===== src/rtl/rv_pkg.sv =====
// Shared RISC-V opcode/funct3 constants and next-PC state encoding.
// Latency: n/a (declarations only).
// Backpressure: n/a.
package rv_pkg;

    localparam logic [6:0] OP_JAL    = 7'b1101111;
    localparam logic [6:0] OP_JALR   = 7'b1100111;
    localparam logic [6:0] OP_BRANCH = 7'b1100011;

    localparam logic [2:0] FUNCT3_BEQ  = 3'b000;
    localparam logic [2:0] FUNCT3_BNE  = 3'b001;
    localparam logic [2:0] FUNCT3_JALR = 3'b000;

    typedef enum logic [1:0] {
        RUN   = 2'd0,
        FLUSH = 2'd1,
        HALT  = 2'd2
    } state_t;

endpackage


===== src/rtl/pc_next_unit_if.sv =====
// EX-stage to fetch bundle: comparator results and jump operands in, fetch PC and squash out.
// Latency: n/a (wires only).
// Backpressure: stall is the fetch-side hold request carried toward the PC owner.
interface pc_next_unit_if #(
    parameter int N = 32
);
    logic         stall;
    logic [N-1:0] inst;
    logic [N-1:0] pc_ex;
    logic [N-1:0] A;
    logic         B_eq;
    logic         B_neq;
    logic [N-1:0] pc;
    logic [N-1:0] link_addr;
    logic         redirect;
    logic         flush;
    logic         misalign;

    // Pipeline side drives the EX operands and consumes the fetch address.
    modport master (
        output stall, inst, pc_ex, A, B_eq, B_neq,
        input  pc, link_addr, redirect, flush, misalign
    );

    // The next-PC unit itself.
    modport slave (
        input  stall, inst, pc_ex, A, B_eq, B_neq,
        output pc, link_addr, redirect, flush, misalign
    );
endinterface


===== src/rtl/pc_next_unit_imm_gen.sv =====
// Decodes B, J and I immediates from an instruction word, sign-extended to N bits.
// Latency: combinational.
// Backpressure: none.
module imm_gen #(
    parameter int N = 32
) (
    input  logic [31:0]  inst,
    output logic [N-1:0] imm_b,
    output logic [N-1:0] imm_j,
    output logic [N-1:0] imm_i
);

    // Bit scatter follows the base ISA encodings; bit 0 of B/J offsets is implicit zero.
    always_comb begin
        imm_b = {{(N-12){inst[31]}}, inst[7], inst[30:25], inst[11:8], 1'b0};
        imm_j = {{(N-20){inst[31]}}, inst[19:12], inst[20], inst[30:21], 1'b0};
        imm_i = {{(N-12){inst[31]}}, inst[31:20]};
    end

endmodule


===== src/rtl/pc_next_unit.sv =====
// Owns the fetch PC: sequential advance, branch/JAL/JALR redirect, counted wrong-path flush, halt on misaligned target.
// Latency: redirect target appears on pc one cycle after the request; link_addr/redirect are combinational.
// Backpressure: stall holds pc and the flush counter, except an accepted redirect which always loads pc.
module pc_next_unit
    import rv_pkg::*;
#(
    parameter int          N            = 32,
    parameter logic [N-1:0] RESET_PC    = '0,
    parameter int          FLUSH_CYCLES = 2
) (
    input  logic          clk,
    input  logic          rst,
    pc_next_unit_if.slave bus
);

    localparam logic [N-1:0] PC_STEP    = N'(4);
    localparam logic [2:0]   FLUSH_INIT = 3'(FLUSH_CYCLES);

    logic [N-1:0] imm_b, imm_j, imm_i;
    logic [N-1:0] target;
    logic         is_jal, is_jalr, take, aligned;

    state_t       state_q, state_nxt;
    logic [N-1:0] pc_q, pc_nxt;
    logic [2:0]   flush_cnt_q, flush_cnt_nxt;
    logic         flush_q, flush_nxt;
    logic         misalign_q, misalign_nxt;
    logic         redirect;

    imm_gen #(.N(N)) u_imm_gen (
        .inst  (bus.inst[31:0]),
        .imm_b (imm_b),
        .imm_j (imm_j),
        .imm_i (imm_i)
    );

    // Decode the jump kind and pick the redirect target; sums wrap silently.
    always_comb begin
        is_jal  = (bus.inst[6:0] == OP_JAL);
        is_jalr = (bus.inst[6:0] == OP_JALR) && (bus.inst[14:12] == FUNCT3_JALR);
        // Both comparator outputs high collapses to a single taken branch.
        take    = bus.B_eq | bus.B_neq | is_jal | is_jalr;
        if (is_jalr)
            target = (bus.A + imm_i) & ~{{(N-1){1'b0}}, 1'b1};
        else if (is_jal)
            target = bus.pc_ex + imm_j;
        else
            target = bus.pc_ex + imm_b;
        aligned = (target[1:0] == 2'b00);
    end

    // Next-state and next-PC selection; redirect is only honoured from RUN.
    always_comb begin
        state_nxt     = state_q;
        pc_nxt        = pc_q;
        flush_cnt_nxt = flush_cnt_q;
        flush_nxt     = flush_q;
        misalign_nxt  = misalign_q;
        redirect      = 1'b0;
        case (state_q)
            RUN: begin
                if (take && aligned) begin
                    redirect      = 1'b1;
                    pc_nxt        = target;
                    flush_cnt_nxt = FLUSH_INIT;
                    flush_nxt     = 1'b1;
                    state_nxt     = FLUSH;
                end else if (take) begin
                    misalign_nxt  = 1'b1;
                    state_nxt     = HALT;
                end else if (!bus.stall) begin
                    pc_nxt        = pc_q + PC_STEP;
                end
            end
            FLUSH: begin
                // Younger slots are wrong-path, so comparator/jump requests are ignored here.
                if (!bus.stall) begin
                    pc_nxt = pc_q + PC_STEP;
                    if (flush_cnt_q == 3'd1) begin
                        flush_cnt_nxt = 3'd0;
                        flush_nxt     = 1'b0;
                        state_nxt     = RUN;
                    end else begin
                        flush_cnt_nxt = flush_cnt_q - 3'd1;
                    end
                end
            end
            HALT: begin
                flush_nxt    = 1'b0;
                misalign_nxt = 1'b1;
            end
            default: begin
                state_nxt = RUN;
                flush_nxt = 1'b0;
            end
        endcase
    end

    // State and PC registers; reset overrides everything, including HALT and FLUSH.
    always_ff @(posedge clk) begin
        if (rst) begin
            state_q     <= RUN;
            pc_q        <= RESET_PC;
            flush_cnt_q <= 3'd0;
            flush_q     <= 1'b0;
            misalign_q  <= 1'b0;
        end else begin
            state_q     <= state_nxt;
            pc_q        <= pc_nxt;
            flush_cnt_q <= flush_cnt_nxt;
            flush_q     <= flush_nxt;
            misalign_q  <= misalign_nxt;
        end
    end

    assign bus.pc        = pc_q;
    assign bus.link_addr = bus.pc_ex + PC_STEP;
    assign bus.redirect  = redirect;
    assign bus.flush     = flush_q;
    assign bus.misalign  = misalign_q;

endmodule


===== src/flat_wrapper.sv =====
// flat-port wrapper written by rule: the top's interface ports become plain ports
module pc_next_unit_flat import rv_pkg::*;
#(
    parameter int          N            = 32,
    parameter logic [N-1:0] RESET_PC    = '0,
    parameter int          FLUSH_CYCLES = 2
)
  (clk, rst, bus_stall, bus_inst, bus_pc_ex, bus_A, bus_B_eq, bus_B_neq, bus_pc, bus_link_addr, bus_redirect, bus_flush, bus_misalign);
  pc_next_unit_if #(.N(N)) bus_i ();
  input  logic clk;
  input  logic rst;
  input wire logic [$bits(bus_i.stall)-1:0] bus_stall;
  input wire logic [$bits(bus_i.inst)-1:0] bus_inst;
  input wire logic [$bits(bus_i.pc_ex)-1:0] bus_pc_ex;
  input wire logic [$bits(bus_i.A)-1:0] bus_A;
  input wire logic [$bits(bus_i.B_eq)-1:0] bus_B_eq;
  input wire logic [$bits(bus_i.B_neq)-1:0] bus_B_neq;
  output wire logic [$bits(bus_i.pc)-1:0] bus_pc;
  output wire logic [$bits(bus_i.link_addr)-1:0] bus_link_addr;
  output wire logic [$bits(bus_i.redirect)-1:0] bus_redirect;
  output wire logic [$bits(bus_i.flush)-1:0] bus_flush;
  output wire logic [$bits(bus_i.misalign)-1:0] bus_misalign;
  assign bus_i.stall = bus_stall;
  assign bus_i.inst = bus_inst;
  assign bus_i.pc_ex = bus_pc_ex;
  assign bus_i.A = bus_A;
  assign bus_i.B_eq = bus_B_eq;
  assign bus_i.B_neq = bus_B_neq;
  assign bus_pc = bus_i.pc;
  assign bus_link_addr = bus_i.link_addr;
  assign bus_redirect = bus_i.redirect;
  assign bus_flush = bus_i.flush;
  assign bus_misalign = bus_i.misalign;
  pc_next_unit #(.N(N), .RESET_PC(RESET_PC), .FLUSH_CYCLES(FLUSH_CYCLES)) u_core (.clk(clk), .rst(rst), .bus(bus_i));
endmodule

===== config.mk =====
export PLATFORM = sky130hd
export DESIGN_NAME = pc_next_unit_flat
export DESIGN_NICKNAME = d
export VERILOG_FILES = /design/src/rtl/rv_pkg.sv /design/src/rtl/pc_next_unit_if.sv /design/src/rtl/pc_next_unit_imm_gen.sv /design/src/rtl/pc_next_unit.sv /design/src/flat_wrapper.sv
export SDC_FILE = /design/constraint.sdc
export NUM_CORES = 1
export LEC_CHECK = 0
export CAP_MARGIN = 20
export CORE_ASPECT_RATIO = 0.8
export CORE_MARGIN = 2
export CORE_UTILIZATION = 51
export CTS_BUF_LIST = sky130_fd_sc_hd__clkbuf_16
export DETAILED_ROUTE_END_ITERATION = 7
export GPL_ROUTABILITY_DRIVEN = 0
export PLACE_DENSITY = 0.8
export SYNTH_ARGS = -nofsm -noshare
export SYNTH_HDL_FRONTEND = slang
export SYNTH_SLANG_ARGS = --single-unit

===== constraint.sdc =====
create_clock -name clk -period 6.47 [get_ports clk]
set_clock_uncertainty 0.2 [all_clocks]
set_input_delay 1.941 -clock clk [delete_from_list [all_inputs] [get_ports clk]]
set_output_delay 1.941 -clock clk [all_outputs]
set_load 0.02 [all_outputs]

==> run_results.csv <==
group,metric,value,unit
die,num_io_pins,168,
critical_path,crit_buf_inv,3,
routing,wirelength,20400,um
global_routing,use_met1,0.439,
cts,cts-root-buf,"clkbuf_16",
logic_synthesis,avgSynthCellArea,7.40,sq um
global_routing,gr-total-overflow,0,
critical_path,worstPathCellList,"clkdlybuf4s50_1 > and4b_1 > and3_1 > nand2_1 > nand2_1 > ha_4 > nor3b_2 > o211ai_1 > a22o_1 > nor2b_2 > nand2_4 > inv_6 > buf_2",
logic_synthesis,synth_seq_area_share,0.120,
power_and_ir_drop,power,1.16,mW
routing,drtIter0Drc,617,
routing,routed_via_density,6.04,
routing,vias,7430,
die,die_w,130,um
logic_synthesis,syn_area,6480,sq um
die,core,12300,sq um
cts,cts-buffers-inserted,5,
logic_synthesis,synth-async-reset-ratio,0,
timing,timing.fmax,0.159,GHz
global_routing,grt_pass1_vias,6782,
status,outcome,"completed",
global_routing,grt_use_total,0.291,
timing,slew_violations,0,
critical_path,worst_path_max_delay_cell,"clkdlybuf4s50_1",
timing,slew_headroom,0.650,
logic_synthesis,synthFlopType,"dfxtp_1",
timing,finalSetupViolCount,0,
global_routing,antenna_found_initial,0,
cts,clkSinkCount,39,
cells_and_area,final_util,0.704,
logic_synthesis,yosys_warnings,0,
critical_path,slowest_delay,0.45,ns
logic_synthesis,netlist-cell-type-count,87,
critical_path,cp_top_family,"simple AND/OR/NAND/NOR gates",
die,die_y,105,um
logic_synthesis,ys_seq_elements,39,
critical_path,path_class,"input pin to primary output",
global_routing,gr-max-usage-layer,"met1",
cells_and_area,syn_to_final_growth,33.5,%
critical_path,start_kind,"input pin",
cts,clkLatencyLatePin,0.28,ns
critical_path,crit_fanout,3,
power_and_ir_drop,p_leak,3.59,nW
cells_and_area,nFillCells,1053,
cells_and_area,drive_gt1_frac,0.0962,
power_and_ir_drop,powerDensity,135,nW/um^2
placement,place_hpwl,16400,um
global_routing,grt_pass1_wl,32700,um
logic_synthesis,synth_top_area_share,0.129,
placement,place_area,8500,sq um
timing,post-route-period-util,0.973,
die,core.rowCount,36,
worst_hold_path,hp-class,"flip-flop to flip-flop",
critical_path,critPathRequiredTime,4.33,ns
timing,fin_crit,6.30,ns
routing,drc,0,
routing,first_pass_iters,5,
flow_run,cap_violations,0,
routing,wire_per_inst,16.5,um
global_routing,grtUsageMet3,0.0405,
critical_path,cp-end-kind,"primary output",
global_routing,grt_max_degree,35,
logic_synthesis,synth_edf_count,0,
power_and_ir_drop,ir_drop,150,uV
cells_and_area,fin_nets,1229,
logic_synthesis,synth.net_count,1046,
logic_synthesis,post_synth_inst_count,876,
cells_and_area,multiInputGateArea,5470,sq um
cts,cts_tree,"yes",
cells_and_area,finish.instance_area,8650,sq um
placement,io_buffers,167,
critical_path,cp_common_cell,"nand2_1",
timing,worst_pin_slew,0.520,ns
timing,hold_viol,0,
logic_synthesis,synth_top_area_cell,"ha_1",
die,start_util,0.527,
cts,cts_setup_buffers,0,
cts,max-clock-path-buffers,2,
timing,rsz0062_at_grt,"false",
routing,ant_nets,0,
die,dieArea,13600,sq um
critical_path,cp_data_arrival_time,4.16,ns
cells_and_area,antenna_cells,0,
global_routing,grt.met2_usage,0.435,
cts,h-tree-depth,2,
cells_and_area,regArea,781,sq um
logic_synthesis,synthTopCellsByArea,"ha_1 (13%), dfxtp_1 (12%), a21oi_1 (6.6%)",
cts,hold_buffers,0,
cts,clk_pin_slew,0.06,ns
[placed cells by master, fill, tap and decap left out, drive strengths merged, types with 4 or more instances in the layout]
| cell | n |
|---|---|
| xnor2 | 48 |
| a21boi | 4 |
| o211ai | 9 |
| a221oi | 7 |
| a31oi | 14 |
| nand2 | 84 |
| a31o | 5 |
| and2 | 14 |
| nor3 | 16 |
| and3 | 34 |
| inv | 17 |
| dfxtp | 39 |
| nor2b | 8 |
| ha | 67 |
| o21bai | 10 |
| xor2 | 33 |
| a21o | 45 |
| o21a | 7 |
| o31ai | 7 |
| nand4 | 18 |
| o21ai | 64 |
| clkdlybuf4s50 | 154 |
| and4 | 6 |
| a311oi | 6 |
| a211oi | 19 |
| buf | 43 |
| dlygate4sd2 | 8 |
| o22ai | 4 |
| nand3 | 37 |
| a21oi | 88 |
| clkbuf | 6 |
| a211o | 4 |
| nor4 | 5 |
| nor3b | 5 |
| nand2b | 8 |
| nor2 | 66 |
[report_power, final]
part	internal (mW)	total, mW	switching [mW]
Sequential	0.254	0.272	0.0178
Combinational	0.296	0.649	0.354
Clock	0.142	0.243	0.101
[timing repair]
item	in CTS	in global routing
gates resized for setup	12	11
cloned	0	0
pin swaps	0	1
endpoints found under the setup margin	10	6
[metal layers]
layer	up-vias	routed length [um]
met4	0	297
met5	-	0
met1	3378	9710
met2	363	8430
li1	3662	-
met3	27	1920
[kinds of logic after synthesis]
logic type / share of synthesized area
fa+ha+maj: 0.136
compound gates: 0.333
xor+xnor: 0.109
mux: 0.00483
simple gates: 0.257
flops: 0.120
buf+inv: 0.0394
[metrics by stage]
stage               TNS, ns  hold slack [ns]  std cells  setup WS, ns
finish                    0            0.255       1231         0.173
global placement     -0.473            0.237       1223        -0.259
floorplan                 0            0.260        876         0.209
global route              0            0.269       1231        0.0253
detailed placement   -0.724            0.243       1223        -0.344
CTS                       0            0.257       1231       0.00340
[sequential cells by signal, summed over array words and instances (netlist names)]
register	cells
u_core.bus.flush	1
u_core.flush_cnt_q	3
u_core.state_q	2
u_core.bus.misalign	1
u_core.bus.pc	32
[layout make-up]
| cell class | count | area share |
|---|---|---|
| tap | 171 | 0.0247 |
| clock buffer | 5 | 0.0145 |
| timing repair buffer | 209 | 0.228 |
| multi-input combinational | 787 | 0.632 |
| clock inverter | 3 | 0.00231 |
| sequential | 39 | 0.0903 |
| inverter | 17 | 0.00795 |
[synthesized netlist by cell type, types with 7 or more instances]
cell	n
ha_1	67
nand2_1	82
xor2_1	33
a211oi_1	17
o21a_1	7
nor3_1	16
o211ai_1	9
dfxtp_1	39
nand4_1	17
o21bai_1	10
nor2b_1	7
a21o_1	44
clkbuf_1	19
nand2b_1	8
xnor2_1	48
a31oi_1	13
o21ai_0	62
inv_1	16
and2_1	11
nand3_1	37
and3_1	28
a21oi_1	85
nor2_1	64
[final timing paths]
path	startpoint	endpoint	slack, ns	depth (start not counted)
worst max-delay path	bus_inst[0]	bus_redirect	0.17	13
worst min-delay path	u_core.bus.misalign	u_core.bus.misalign	0.25	1
worst max register to register	u_core.bus.pc[2]	u_core.bus.pc[29]	3.59	9
worst min register to register	u_core.bus.misalign	u_core.bus.misalign	0.25	1
No activity file was read; power rests on OpenSTA's default activity.
